`src/rtl/mips_bus_arbiter.sv`:
```
// mips_bus_arbiter: shares the CPU's single Avalon master port between
// instruction fetch and data load/store, one transaction at a time.
// Data accesses get byteenable generation, write-lane replication and
// load extraction/extension; misaligned data requests are rejected
// without a bus cycle.
// Optional feature: define MIPS_BUS_ARB_STATS_EN to add saturating
// transfer/wait counters (stat_fetch, stat_data, stat_wait).
//
// state | meaning
// IDLE  | no transfer; sample and arbitrate requests
// BUS   | Avalon read/write strobe held until waitrequest drops
// DONE  | one-cycle ack to the granted requester

module mips_bus_arbiter #(
    parameter int DATA_PRIO = 1
) (
    input  logic        clk,
    input  logic        reset,
    input  logic        ifetch_req,
    input  logic [31:0] ifetch_addr,
    output logic        ifetch_ack,
    output logic [31:0] ifetch_data,
    input  logic        dmem_req,
    input  logic        dmem_we,
    input  logic [1:0]  dmem_size,
    input  logic        dmem_signed,
    input  logic [31:0] dmem_addr,
    input  logic [31:0] dmem_wdata,
    output logic        dmem_ack,
    output logic [31:0] dmem_rdata,
    output logic        dmem_misalign,
    output logic        busy,
    output logic [31:0] address,
    output logic        read,
    output logic        write,
    output logic [31:0] writedata,
    output logic [3:0]  byteenable,
    input  logic        waitrequest,
    input  logic [31:0] readdata
`ifdef MIPS_BUS_ARB_STATS_EN
    ,
    output logic [31:0] stat_fetch,
    output logic [31:0] stat_data,
    output logic [31:0] stat_wait
`endif
);

    typedef enum logic [1:0] {IDLE, BUS, DONE} state_t;

    state_t      state, state_nxt;
    logic        pick_data, pick_fetch;
    logic        sel_data;      // current transfer belongs to the data port
    logic        last_data;     // round-robin memory: last grant went to data
    logic [1:0]  size_q;
    logic        signed_q;
    logic [1:0]  lane_q;
    logic        misal_in;
    logic [3:0]  be_in;
    logic [31:0] wd_in;
    logic [31:0] lane;
    logic [31:0] load_val;

    // Fetch is always word aligned; the low address bits are deliberately dropped.
    logic unused_fetch_lsb;
    assign unused_fetch_lsb = ^ifetch_addr[1:0];

    // Data request decode: alignment check, byte lanes and replicated store data.
    always_comb begin
        misal_in = 1'b0;
        be_in    = 4'b1111;
        wd_in    = dmem_wdata;
        case (dmem_size)
            2'b00: begin
                be_in = 4'b0001 << dmem_addr[1:0];
                wd_in = {4{dmem_wdata[7:0]}};
            end
            2'b01: begin
                misal_in = dmem_addr[0];
                be_in    = dmem_addr[1] ? 4'b1100 : 4'b0011;
                wd_in    = {2{dmem_wdata[15:0]}};
            end
            2'b10:   misal_in = |dmem_addr[1:0];
            default: misal_in = 1'b1;
        endcase
    end

    // Load extraction: shift the addressed lane down, then extend by size.
    always_comb begin
        lane     = readdata >> {lane_q, 3'b000};
        load_val = lane;
        case (size_q)
            2'b00:   load_val = signed_q ? {{24{lane[7]}}, lane[7:0]}
                                         : {24'h0, lane[7:0]};
            2'b01:   load_val = signed_q ? {{16{lane[15]}}, lane[15:0]}
                                         : {16'h0, lane[15:0]};
            default: load_val = lane;
        endcase
    end

    // State register.
    always_ff @(posedge clk) begin
        if (!reset) state <= IDLE;
        else        state <= state_nxt;
    end

    // Arbitration, next state and handshake outputs.
    always_comb begin
        state_nxt  = state;
        pick_data  = 1'b0;
        pick_fetch = 1'b0;
        case (state)
            IDLE: begin
                pick_data  = dmem_req && (!ifetch_req || (DATA_PRIO != 0) || !last_data);
                pick_fetch = ifetch_req && !pick_data;
                if (pick_data)       state_nxt = misal_in ? DONE : BUS;
                else if (pick_fetch) state_nxt = BUS;
            end
            BUS:     if (!waitrequest) state_nxt = DONE;
            DONE:    state_nxt = IDLE;
            default: state_nxt = IDLE;
        endcase
    end

    assign busy       = (state != IDLE);
    assign ifetch_ack = (state == DONE) && !sel_data;
    assign dmem_ack   = (state == DONE) && sel_data;

    // Bus pin registers, result capture and round-robin memory.
    always_ff @(posedge clk) begin
        if (!reset) begin
            sel_data      <= 1'b0;
            last_data     <= 1'b0;
            address       <= '0;
            byteenable    <= '0;
            writedata     <= '0;
            read          <= 1'b0;
            write         <= 1'b0;
            size_q        <= '0;
            signed_q      <= 1'b0;
            lane_q        <= '0;
            ifetch_data   <= '0;
            dmem_rdata    <= '0;
            dmem_misalign <= 1'b0;
        end else begin
            case (state)
                IDLE: begin
                    if (pick_data) begin
                        sel_data      <= 1'b1;
                        last_data     <= 1'b1;
                        size_q        <= dmem_size;
                        signed_q      <= dmem_signed;
                        lane_q        <= dmem_addr[1:0];
                        dmem_misalign <= misal_in;
                        dmem_rdata    <= '0;
                        if (!misal_in) begin
                            address    <= {dmem_addr[31:2], 2'b00};
                            byteenable <= be_in;
                            writedata  <= wd_in;
                            read       <= !dmem_we;
                            write      <= dmem_we;
                        end
                    end else if (pick_fetch) begin
                        sel_data   <= 1'b0;
                        last_data  <= 1'b0;
                        address    <= {ifetch_addr[31:2], 2'b00};
                        byteenable <= 4'b1111;
                        read       <= 1'b1;
                        write      <= 1'b0;
                    end
                end
                BUS: begin
                    if (!waitrequest) begin
                        read  <= 1'b0;
                        write <= 1'b0;
                        if (!sel_data)  ifetch_data <= readdata;
                        else if (write) dmem_rdata  <= '0;
                        else            dmem_rdata  <= load_val;
                    end
                end
                default: ;
            endcase
        end
    end

`ifdef MIPS_BUS_ARB_STATS_EN
    // Saturating transfer and wait-cycle counters.
    always_ff @(posedge clk) begin
        if (!reset) begin
            stat_fetch <= '0;
            stat_data  <= '0;
            stat_wait  <= '0;
        end else if (state == BUS) begin
            if (waitrequest) begin
                if (stat_wait != 32'hFFFF_FFFF) stat_wait <= stat_wait + 32'd1;
            end else if (sel_data) begin
                if (stat_data != 32'hFFFF_FFFF) stat_data <= stat_data + 32'd1;
            end else begin
                if (stat_fetch != 32'hFFFF_FFFF) stat_fetch <= stat_fetch + 32'd1;
            end
        end
    end
`endif

endmodule

```
`config.mk`:
```
export PLATFORM = sky130hd
export DESIGN_NAME = mips_bus_arbiter
export DESIGN_NICKNAME = d
export VERILOG_FILES = /design/src/rtl/mips_bus_arbiter.sv
export SDC_FILE = /design/constraint.sdc
export NUM_CORES = 1
export LEC_CHECK = 0
export ABC_AREA = 1
export BUFFER_PORTS_ARGS = -buffer_cell sky130_fd_sc_hd__buf_2
export CAP_MARGIN = 20
export CORE_UTILIZATION = 40
export DETAILED_ROUTE_END_ITERATION = 10
export PLACE_DENSITY = 0.77
export SLEW_MARGIN = 20
export SYNTH_ARGS = -nofsm -noshare
export SYNTH_HDL_FRONTEND = slang
export SYNTH_SLANG_ARGS = --single-unit
```
`constraint.sdc`:
```
create_clock -name clk -period 3.4 [get_ports clk]
set_clock_uncertainty 0.05 [all_clocks]
set_input_delay 0.51 -clock clk [delete_from_list [all_inputs] [get_ports clk]]
set_output_delay 0.51 -clock clk [all_outputs]
set_load 0.03 [all_outputs]
```
Yosys cells after proc, flatten, opt, wreduce, memory -nomap -nowiden. Index checks and enable logic that the tools add are counted.

Input port bits: 137. Output and inout bits: 138. Flip-flop bits (word level): 143.

Equality and inequality tests: 12. Shifts and indexed selects: 2. Reduce and logical (&&, ||, !) cells: 21. Bitwise gates (word level): 3. Mux-type cells: 35.

Operator list (number): 32-bit two-way mux (9); 32-bit case mux with 2 select lines (3); 32-bit by 5-bit right shift with 32-bit output (1); 4-bit two-way mux (4); 1-bit two-way mux (10); 3-bit inequality test, second input constant (3); 3-bit AND reduction (3); 2-bit two-way mux (4); 2-bit inequality test, second input constant (4); 4-bit case mux with 2 select lines (1); 4-bit AND reduction (2); 2-bit by 1-bit == test with 1-bit output, second input constant (3); 2-bit zero test (3); 2-bit AND reduction (3); 2-bit nonzero test (3); 2-bit == test, second input constant (2); 1-bit case mux with 2 select lines (2); 2-bit case mux with 2 select lines (1); 1-bit by 2-bit << shifter with 4-bit output, first input constant (1); 1-bit logical AND (3); 1-bit zero test (3); 1-bit inverter (3); 1-bit case mux with 3 select lines (1); 2-bit OR reduction (1).

Longest topological paths before layout.
Word-level depth: 7. Depth in mapped cells: 10.

Worst setup path before layout. Ideal clock, no wire load.

Path kind: reg2out. From: register state[1]. To: output ifetch_ack. Path buffers: 0. Path slack: 1777 ps. Data arrival time: 1063 ps. Stages on the path, launching flop included: 3. Path through: dfxtp_1 -> inv_2 -> nor3_1.

Longest elaborated chain between the ends: 2.

Ends and longest elaborated chain: start, declared (line 50) `state_t state, state_nxt;`; start signal, assigned (line 103) `else state <= state_nxt;`; 2-bit == test (line 125) `assign ifetch_ack = (state == DONE) && !sel_data;`; 1-bit logical AND (line 125); end, declared (line 21) `output logic ifetch_ack,`.

No other way between the ends.

Final worst setup path.
From: register state[1]. To: register writedata[16].

Longest elaborated chain between the ends: 3.

Ends and longest elaborated chain: 2-bit zero test * (line 111, 145); 1-bit two-way mux (line 111) `case (state)`; 3-bit AND reduction (no line) *; end signal, assigned (line 158) `writedata <= wd_in;`; end, declared (line 36) `output logic [31:0] writedata,`.

Every way passes the cells marked *; elsewhere a longest branch is shown, timed or not. A chain may end at the register's enable or synchronous reset.

==> impl_metrics.tcl <==
set metrics [dict create \
    finalNonFillerCells 1427 \
    synth_fa_ha_area_share_pct 0 \
    total_power_uw 4750 \
    crit_path_top_delay_cell "inv_2" \
    cp_slowest_stage_delay_ps 680 \
    arrival_ps 2690 \
    synth_edf_count 0 \
    path_common_cell "inv_2" \
    die_area_mm2 0.0166 \
    yosysUniqueCellTypes 28 \
    ant_nets 0 \
    crit-reg2reg-launch "state[1]" \
    drive_above_1_share_pct 27.4 \
    fmax_mhz 414 \
    min_period_ps 2420 \
    cts_tree "built" \
    first_iter_violations 529 \
    peakVddDrop_v 0.000368 \
    synth_area_mm2 0.00644 \
    yosys_warnings 0 \
    num_vias 7074 \
    finalMaxSlewViolations 0 \
    critPathKind "reg2reg" \
    path_clk_slew_ps 60 \
    required_ps 3670 \
    cap_violations 0 \
    cts_buffers 17 \
    nNetsFinal 1333 \
    grt.total_usage_pct 24.2 \
    dp_hpwl_mm 14.3 \
    synthCells 963 \
    synthArstFlopShare_pct 0 \
    nFillCells 1613 \
    status "completed" \
    cts_setup_buffers 0 \
    synthFlopType "dfxtp_1" \
    wire_per_inst_um 14.1 \
    finalSetupTns_ps 0 \
    setup_viol_count_final 0 \
    core_mm2 0.0158 \
    h-tree-depth 4 \
    place_inst 1393 \
    crit-reg2reg-capture "writedata[16]" \
    clk_latency_ps 420 \
    grt_max_degree 59 \
    synth_top_family_by_area "simple AND/OR/NAND/NOR gates" \
    worstRegToRegCells 7 \
    holdPathStages 3 \
    ios 275 \
    synth_mux_area_share_pct 0 \
    synth_top_cell_by_area "dfxtp_1" \
    die-height_um 129 \
    p_per_area_mw_per_mm2 568 \
    antenna_found_initial 3 \
    cts_num_sinks 141 \
    grt_pass1_wl_mm 31.0 \
    rrSetupSlack_ps 980 \
    tightest_slew_ps 949 \
    wirelength_mm 20.1 \
    max-clock-path-buffers 2 \
    dr.pass1.iters 7 \
    fp.dieW_um 129 \
    min-delay-start "dmem_signed" \
    initial_core_util_pct 40.8 \
    hold_viol 0 \
    clockRootBuffer "clkbuf_16" \
    synthTopCellsByArea "dfxtp_1 (44%), nand2_1 (16%), nor2_1 (11%)" \
    grt_pass1_vias 6172 \
    rsz0062_at_grt "no" \
    netlist_top_cells_count "nand2_1 (272), nor2_1 (197), dfxtp_1 (141), o21ai_0 (106), a21oi_1 (70)" \
    path_cells "inv_2, nand3_4, inv_2, nand2_2, inv_2, nand3_1, o211a_1" \
    cp_max_fo 54 \
    fp-row-count 46 \
    hold_end "signed_q" \
    synth-compound-area-share_pct 17.0 \
    synth-seq-cells 141 \
    portBuffers 270 \
    period_share_pct 71.1 \
    synth-xor-area-share_pct 0 \
    areaGrowthSynthToFinish_pct 29.8 \
    hold_buffers 0 \
    cts_resized 0 \
    drc 0 \
    overflow 0 \
    hold_class "in2reg" \
    place_congestion 0.935 \
    syn_area_per_cell_um2 6.69 \
    synth-seq-area-share_pct 43.8 \
    worstSetupEndpointType "flip-flop" \
    cp-start-kind "flip-flop" \
    synth_most_common_cell "nand2_1" \
    yosys.area_share.simple_pct 31.9 \
    power_leakage_uw 0.00434 \
    maxSlewHeadroom_pct 36.6 \
    netlist.area_leader.share_pct 43.8 \
    via_per_inst 4.96 \
]
per-stage QoR:
stage	hold WS (ps)	util (%)	area [um^2]	setup slack (ps)
2_1_floorplan	412	-	6440	1780
3_3_place_gp	393	49.5	7810	852
3_5_place_dp	401	49.5	7810	788
4_1_cts	313	53.0	8350	1000
5_1_grt	330	53.0	8360	730
6_report	325	53.0	8360	982
flip-flops by register name, indices dropped and copies added, names as in the netlist:
name           flops
byteenable         4
sel_data           1
read               1
size_q             2
address           30
state              2
writedata         32
dmem_rdata        32
dmem_misalign      1
lane_q             2
write              1
ifetch_data       32
signed_q           1
per-layer routing:
metal	part of all wire [%]	up-vias	wire [um]	track usage, %
li1	-	3545	-	-
met3	8.3	51	1670	5.99
met2	47	321	9410	39.8
met4	3.9	0	780	13.1
met1	41	3157	8280	29.2
met5	0	-	0	0
power breakdown:
group | internal (uW) | switching (uW)
registers | 1790 | 72.1
clock network | 975 | 749
logic | 341 | 820
total | 3110 | 1640
cells in the final DEF (no fill, tap or decap), types with 2 or more instances in the layout:
| master | n |
|---|---|
| inv_1 | 25 |
| nand3_4 | 3 |
| nor2_2 | 3 |
| dfxtp_1 | 141 |
| inv_2 | 9 |
| nor2_1 | 197 |
| clkbuf_8 | 2 |
| nand2_2 | 4 |
| conb_1 | 2 |
| diode_2 | 2 |
| nand3_1 | 32 |
| nand2_1 | 272 |
| o21ai_0 | 106 |
| buf_4 | 6 |
| inv_4 | 2 |
| a21oi_1 | 70 |
| clkbuf_16 | 17 |
| nor3_1 | 2 |
| o211a_1 | 9 |
| clkinv_2 | 3 |
| clkinv_4 | 2 |
| o21ai_1 | 10 |
| clkinvlp_4 | 4 |
| inv_6 | 3 |
| buf_2 | 270 |
| o31ai_1 | 7 |
area by class of cell:
| class | count | area, um^2 | share of cell area [%] |
|---|---|---|---|
| antenna | 2 | 5.00 | 0.0599 |
| clock buffer | 20 | 457 | 5.46 |
| clock inverter | 12 | 88.8 | 1.06 |
| inverter | 36 | 140 | 1.68 |
| multi-input combinational | 723 | 3160 | 37.8 |
| sequential | 141 | 2820 | 33.8 |
| tap | 216 | 270 | 3.23 |
| timing repair buffer | 277 | 1420 | 16.9 |
worst max-delay path, delay by kind of cell, from the launching register on:
kind	cells	cell delay, ps
buffers and inverters	3	1200
AOI/OAI and AO/OA	1	160
DFF	1	330
and+or+nand+nor	3	550
worst max-delay path by stage:
| stage | slack (ps) | cells after the start | endpoint | from |
|---|---|---|---|---|
| 3_5_place_dp | 790 | 7 | writedata[16] | dmem_req |
| 3_3_place_gp | 850 | 7 | writedata[19] | dmem_req |
| 4_1_cts | 1000 | 7 | writedata[16] | state[1] |
| 6_report | 980 | 7 | writedata[16] | state[1] |
| 2_1_floorplan | 1780 | 2 | ifetch_ack | state[1] |
| 5_1_grt | 730 | 7 | writedata[16] | state[1] |
kinds of logic after synthesis:
family	count (synthesis)
and+or+nand+nor	516
AOI/OAI and AO/OA	205
DFF	141
buffers and inverters	100
other	1
(Power assumes the default switching activity.)
